## config.mk

```make
export PLATFORM = sky130hd
export DESIGN_NAME = mem_arbiter
export DESIGN_NICKNAME = d
export VERILOG_FILES = /design/src/rtl/mem_arbiter_pkg.sv /design/src/rtl/mem_arb_select.sv /design/src/rtl/mem_arbiter.sv
export SDC_FILE = /design/constraint.sdc
export NUM_CORES = 1
export LEC_CHECK = 0
export CAP_MARGIN = 30
export CORE_MARGIN = 2
export CORE_UTILIZATION = 40
export DETAILED_ROUTE_END_ITERATION = 10
export DONT_BUFFER_PORTS = 1
export HOLD_SLACK_MARGIN = 0.1
export PLACE_DENSITY = 0.5
export SYNTH_ARGS = -nofsm -noshare
export SYNTH_HDL_FRONTEND = slang
export SYNTH_HIERARCHICAL = 1
export SYNTH_SLANG_ARGS = --single-unit
export TNS_END_PERCENT = 1
```

## constraint.sdc

```tcl
create_clock -name clock -period 4.5 [get_ports clock]
set_clock_uncertainty 0.2 [all_clocks]
set_input_delay 0.9 -clock clock [delete_from_list [all_inputs] [get_ports clock]]
set_output_delay 0.9 -clock clock [all_outputs]
set_load 0.02 [all_outputs]
```

## src/rtl/mem_arbiter_pkg.sv

```systemverilog
// Shared types and defaults for the two-port memory arbiter.
// MEM_ARBITER_ROUND_ROBIN_EN switches contention handling from fixed to round-robin.
package mem_arbiter_pkg;

  localparam int unsigned AddrWDefault = 8;
  localparam int unsigned DataWDefault = 16;

  typedef enum logic [1:0] {
    StIdle,
    StGrantFetch,
    StGrantData,
    StAck
  } state_e;

  typedef enum logic {
    GrantFetch = 1'b0,
    GrantData  = 1'b1
  } grant_e;

endpackage

```

## src/rtl/mem_arb_select.sv

```systemverilog
// Combinational winner selection between the fetch and data ports.
// MEM_ARBITER_ROUND_ROBIN_EN: contention goes to the port not granted last; otherwise data wins.
module mem_arb_select
  import mem_arbiter_pkg::*;
(
  input  logic fetch_req,
  input  logic data_req,
`ifdef MEM_ARBITER_ROUND_ROBIN_EN
  input  logic last_grant_data,
`endif
  output logic grant_valid,
  output logic grant_data
);

  always_comb begin
    grant_valid = fetch_req | data_req;
`ifdef MEM_ARBITER_ROUND_ROBIN_EN
    if (fetch_req && data_req) begin
      grant_data = ~last_grant_data;
    end else begin
      grant_data = data_req;
    end
`else
    grant_data = data_req;
`endif
  end

endmodule

```

## src/rtl/mem_arbiter.sv

```systemverilog
// Two-port (instruction fetch / load-store) arbiter in front of a single async-read memory.
// Build with MEM_ARBITER_ROUND_ROBIN_EN for round-robin contention; default is data-over-fetch.
module mem_arbiter
  import mem_arbiter_pkg::*;
#(
  parameter int unsigned ADDR_W = AddrWDefault,
  parameter int unsigned DATA_W = DataWDefault
) (
  input  logic              clock,
  input  logic              reset,
  input  logic              fetch_req,
  input  logic [ADDR_W-1:0] fetch_addr,
  output logic              fetch_ack,
  output logic [DATA_W-1:0] fetch_data,
  input  logic              data_req,
  input  logic              data_we,
  input  logic [ADDR_W-1:0] data_addr,
  input  logic [DATA_W-1:0] data_wdata,
  output logic              data_ack,
  output logic [DATA_W-1:0] data_rdata,
  output logic              mem_enable,
  output logic              mem_write_enable,
  output logic [ADDR_W-1:0] mem_address,
  output logic [DATA_W-1:0] mem_write_data,
  input  logic [DATA_W-1:0] mem_read_data,
  output logic              busy
);

  state_e state_q;
  logic   sel_valid;
  logic   sel_data;

`ifdef MEM_ARBITER_ROUND_ROBIN_EN
  grant_e last_grant_q;
`endif

  mem_arb_select u_select (
    .fetch_req       (fetch_req),
    .data_req        (data_req),
`ifdef MEM_ARBITER_ROUND_ROBIN_EN
    .last_grant_data (last_grant_q == GrantData),
`endif
    .grant_valid     (sel_valid),
    .grant_data      (sel_data)
  );

  // The mem_* outputs double as the registered grant address/write data, so they
  // are loaded when a grant starts and cleared when it ends.
  always_ff @(posedge clock) begin
    if (reset) begin
      state_q          <= StIdle;
      fetch_ack        <= 1'b0;
      fetch_data       <= '0;
      data_ack         <= 1'b0;
      data_rdata       <= '0;
      mem_enable       <= 1'b0;
      mem_write_enable <= 1'b0;
      mem_address      <= '0;
      mem_write_data   <= '0;
      busy             <= 1'b0;
`ifdef MEM_ARBITER_ROUND_ROBIN_EN
      last_grant_q     <= GrantData;
`endif
    end else begin
      unique case (state_q)
        StIdle: begin
          if (sel_valid) begin
            busy       <= 1'b1;
            mem_enable <= 1'b1;
            if (sel_data) begin
              state_q          <= StGrantData;
              mem_address      <= data_addr;
              mem_write_enable <= data_we;
              mem_write_data   <= data_wdata;
            end else begin
              state_q          <= StGrantFetch;
              mem_address      <= fetch_addr;
              mem_write_enable <= 1'b0;
              mem_write_data   <= '0;
            end
`ifdef MEM_ARBITER_ROUND_ROBIN_EN
            last_grant_q <= sel_data ? GrantData : GrantFetch;
`endif
          end
        end
        StGrantFetch: begin
          fetch_data       <= mem_read_data;
          fetch_ack        <= 1'b1;
          mem_enable       <= 1'b0;
          mem_write_enable <= 1'b0;
          mem_address      <= '0;
          mem_write_data   <= '0;
          state_q          <= StAck;
        end
        StGrantData: begin
          // A store completes in memory on this edge and leaves data_rdata alone.
          if (!mem_write_enable) begin
            data_rdata <= mem_read_data;
          end
          data_ack         <= 1'b1;
          mem_enable       <= 1'b0;
          mem_write_enable <= 1'b0;
          mem_address      <= '0;
          mem_write_data   <= '0;
          state_q          <= StAck;
        end
        StAck: begin
          fetch_ack <= 1'b0;
          data_ack  <= 1'b0;
          busy      <= 1'b0;
          state_q   <= StIdle;
        end
        default: state_q <= StIdle;
      endcase
    end
  end

endmodule

```

* After elaboration in Yosys (flattened, before gate mapping) *
Index checks and enable logic that the tools add are counted.

word-level totals
  output and inout port bits = 61
  input bits = 53
  logic and storage cells = 42
  register bits after elaboration = 63

cells by class
  reductions and logical operators = 9
  mux-type cells = 17
  bitwise operators = 2
  equality and inequality tests = 4

operators with widths
  cell                                                 number
  2-to-1 mux 16 bit                                    2
  one-hot mux 16 bit (2 select lines)                  1
  2-to-1 mux 8 bit                                     2
  one-hot mux 8 bit (2 select lines)                   1
  one-hot mux 1 bit (2 select lines)                   5
  nonzero test 2 bit                                   4
  one-hot mux 2 bit (3 select lines)                   1
  AND reduction 2 bit                                  3
  equality test 2 bit, second input constant           2
  2-to-1 mux 2 bit                                     2
  2-to-1 mux 1 bit                                     3
  equality test 2 x 1 -> 1 bit, second input constant  1
  zero test 2 bit                                      1
  != test 2 bit, second input constant                 1
  OR reduction 2 bit                                   1
  inverter 1 bit                                       1
  bitwise OR 1 bit                                     1

* Longest topological paths before layout *
  depth after elaboration = 4
  depth in mapped cells = 8

* Cells and area by module *
The synthesis kept the hierarchy.

modules (own cells, without submodules)
  module          instances  cells an instance  seq. area each (um^2)  area each (um^2)
  mem_arbiter     1          225                1261.2                 2328.5
  mem_arb_select  1          2                  0.0                    13.8

* Least setup slack after synthesis *
No wires, ideal clock.

  path type = input-to-reg
  start = input data_req
  end = register mem_write_data[10]
  path buffers = 2
  arrival time = 1.816 ns
  setup time = 0.117 ns
  path slack = 2.367 ns
  cell stages on the path = 6
  cells stage by stage = or2_1 nand4bb_1 buf_4 nor2_8 buf_4 a22o_1

on the way
  word-level cells in the longest chain between the ends = 3
  elaborated cells on any way between the ends = 6

RTL lines
  element                                                                     line                                     source
  start: declaration                                                          mem_arbiter.sv:15                        input logic data_req,
  2-to-1 mux 16 bit or bitwise OR 1 bit (tied branches)                       mem_arbiter.sv:70, mem_arb_select.sv:16
  2-to-1 mux 16 bit or != test 2 bit (tied branches)                          --
  one-hot mux 16 bit (2 select lines) or AND reduction 2 bit (tied branches)  --
  end signal: assignment                                                      mem_arbiter.sv:74                        mem_write_data <= data_wdata;
  end: declaration                                                            mem_arbiter.sv:24                        output logic [DATA_W-1:0] mem_write_data,

Parallel ways exist; a longest one is shown, timed or not. The select of a mux whose other input is x is not followed.
A chain may end at the register's enable or synchronous reset.

* Final worst setup path *
  start = register state_q[0]
  end = register mem_write_data[3]

on the way
  word-level cells in the longest chain between the ends = 4
  elaborated cells on any way between the ends = 8

RTL lines
  element                                                              line               source
  start: declaration                                                   mem_arbiter.sv:29  state_e state_q;
  start signal: assignment                                             mem_arbiter.sv:51  state_q <= StIdle;
  start signal: assignment                                             mem_arbiter.sv:71  state_q <= StGrantData;
  start signal: assignment                                             mem_arbiter.sv:76  state_q <= StGrantFetch;
  equality test 2 bit or equality test 2 x 1 -> 1 bit (tied branches)  mem_arbiter.sv:65  unique case (state_q)
  OR reduction 2 bit (no source line)                                  --
  nonzero test 2 bit (no source line)                                  --
  AND reduction 2 bit (no source line)                                 --

Parallel ways exist; a longest one is shown, timed or not.

==> impl_metrics.ini <==
[routing]
avgRoutedWirePerCell_um = 16.59
vias = 1559
drt_antenna_net_count = 0
routed_wirelength_um = 4961
vias_per_cell = 5.214
route.detailed.drc = 0
drt_pass1_iterations = 4
dr.first_iter.drc_count = 32

[sta]
slew_violations = 0
period_needed_ps = 2337
finalHoldViolations = 0
tns_ps = 0
finalCritPeriodShare = 0.5194
timing.fmax_mhz = 427.8
worst-slew-pin-transition_ps = 592.8
postLayoutSetupSlackWorst_ps = 2163
final-setup-viol-count = 0
grt_setup_unrepaired = no
slew_headroom = 0.6026
whs_ps = 345.9

[layout]
antennaDiodeCount = 0
final_net_count = 280
finalNonFillerCells = 299
syn2layout_area_growth_pct = 9.241
proportion_of_layout_cells_with_a_drive_suffix_above_1 = 0.07930
post-route-cell-area_um2 = 2559
final_util = 0.4590

[global_route]
first_pass_grt_wire_length_um = 7562
grt.overflow.total = 0
vias_in_the_first_global_route = 1607
antenna_violations_before_repair = 0
pin_count_of_the_biggest_net_entering_global_routing = 41
grt_util_all_layers = 0.1582

[placed_design]
detailedPlacementHpwl_um = 3619
place_inst = 282
buffer_ports.inserted = 0
post_dp_cell_area_um2 = 2325
dp_slack_ps = 1986
finalWeightedCongestion = 0.7406

[pwr]
proportion_of_power_drawn_by_combinational_gates = 0.200
pwr-share-seq = 0.506
total_power_of_the_final_layout_mw = 1.745
total_leakage_power_nw = 0.9910
internal_power_mw = 1.141
power.ir.vdd_worst_v = 0.0002507
power.density_nw_per_um2 = 682.0
pwr-share-clk = 0.294
switching_share = 0.3462
switching_power_mw = 0.6041

[worst_setup_path]
critical_path.cell_chain = inv_1, ha_1, nand4bb_1, nor2_8, a22o_1
worst-endpoint-arrival_ps = 2400
timing.critical_path.from_type = flop
critPathCaptureType = flop
required_ps = 4560
max_stage_delay_ps = 590
worstPathMaxFanout = 17
worstSetupPathType = flop to flop
worst_path_max_delay_cell = nand4bb_1

[floorplan]
dieWidth_um = 80.52
starting_density = 0.4202
rows = 27
fp.coreArea_um2 = 5574
io_pins = 114
fp.dieArea_um2 = 6483
floorplan.die.height_um = 80.52

[synthesis]
synthDominantAreaCellType = dfxtp_1
post_synth_main_area_contributors = dfxtp_1 (54%), mux2i_1 (10%), a22o_1 (6.4%)
netlist_instances = 227
synthesis.yosys.warnings = 6
synth_cell_types = 28
synth-seq-cells = 63
syn_area_per_cell_um2 = 10.32
yosysSeqAreaShare = 0.5385
post_synth_instance_area_um2 = 2342
syn-num-nets = 285
synth.top_cell.area_share = 0.5385

[cts]
clock_path_buffers = 2
cts_htree_levels = 3
cts_setup_buffers = 0
post_cts.resized_instances = 0
clkSlewWorstSetupHoldPaths_ps = 60
cts_made_buffers = 9
cts.root.buffer_cell = clkbuf_8
tritoncts = built
cts-hold-fix-buffers = 0
skew_pair_late_insertion_delay_ps = 320
clock_sinks = 63

[hold_path]
holdCritPathClass = flop to flop

[flow_run]
maxcap_violations = 0

[status]
run_status = finished, final reports clean
## worst paths after layout
| path | start | endpoint | slack, ps | depth (start not counted) |
|---|---|---|---|---|
| worst max register to register | state_q[0] | mem_write_data[3] | 2160 | 5 |
| worst max-delay path | state_q[0] | mem_write_data[3] | 2160 | 5 |
| worst min register to register | state_q[1] | state_q[1] | 350 | 2 |
| worst min-delay path | state_q[1] | state_q[1] | 350 | 2 |
## placed cells by master (no fill, tap or decap), types with 2 or more instances in the layout
cell,instances
inv_1,4
clkbuf_8,9
nor3_1,2
nand2b_1,2
dfxtp_1,63
nor2_1,20
bufinv_16,2
o2bb2ai_1,8
a21oi_1,18
mux2i_1,24
ha_1,5
nand2_1,34
clkbuf_1,4
a22o_1,17
## power groups by stage
stage               Clock (mW)  Sequential, mW  Combinational [mW]
CTS                      0.531           0.886               0.340
floorplan                    0           0.870               0.326
global route             0.557           0.897               0.394
finish                   0.513           0.883               0.348
detailed placement           0           0.897               0.340
global placement             0           0.895               0.318
## per-layer routing
layer,wire [um],GRT usage,vias up
li1,-,-,765
met1,1849,0.1556,686
met2,2274,0.2567,92
met3,647,0.07753,16
met4,189,0.1153,0
met5,0,0,-
## cells in the mapped netlist
| cell type | n |
|---|---|
| o2bb2ai_1 | 8 |
| buf_2 | 5 |
| a22o_1 | 17 |
| nand2b_4 | 1 |
| buf_4 | 3 |
| mux2i_1 | 24 |
| mux2_2 | 1 |
| buf_6 | 4 |
| a21oi_1 | 18 |
| o21ai_0 | 1 |
| clkbuf_1 | 4 |
| or2_1 | 1 |
| nor2_8 | 1 |
| o211ai_1 | 1 |
| a311oi_1 | 1 |
| nor2b_1 | 1 |
| ha_1 | 5 |
| a211oi_1 | 1 |
| a21boi_0 | 1 |
| inv_1 | 4 |
| nor2_1 | 20 |
| and2_4 | 1 |
| nand2_1 | 34 |
| nand4bb_1 | 1 |
| nand2b_1 | 2 |
| buf_1 | 2 |
| dfxtp_1 | 63 |
| nor3_1 | 2 |
## registers in the layout (all words and copies together) (netlist names), 2 cells and up
name / count
data_rdata: 16
fetch_data: 16
mem_address: 8
mem_write_data: 16
state_q: 2
## cell families (layout without fill, tap and decap cells)
group                    Yosys count  after routing  share of synthesized area
AND/OR/NAND/NOR                   64             64                     0.1245
AO/OA/AOI/OAI                     48             48                     0.1474
buffers and inverters             22             22                    0.05555
multiplexers                      25             25                     0.1074
adder cells (fa/ha/maj)            5              5                    0.02671
flip-flops                        63             63                     0.5385
## worst max-delay path: cells and delay by family, from the launching register on
kind            cells  cell delay, ps
compound gates      1             200
fa+ha+maj           1             370
buf+inv             1              90
flops               1             410
simple gates        2            1010
## final cells by class
| class | count | area (um2) |
|---|---|---|
| tap | 72 | 90.09 |
| clock inverter | 3 | 67.56 |
| timing repair buffer | 2 | 35.03 |
| inverter | 4 | 15.01 |
| sequential | 63 | 1261 |
| fill | 515 | 3015 |
| multi-input combinational | 142 | 950.9 |
| clock buffer | 13 | 138.9 |
Power figures use the tool's default switching activity.
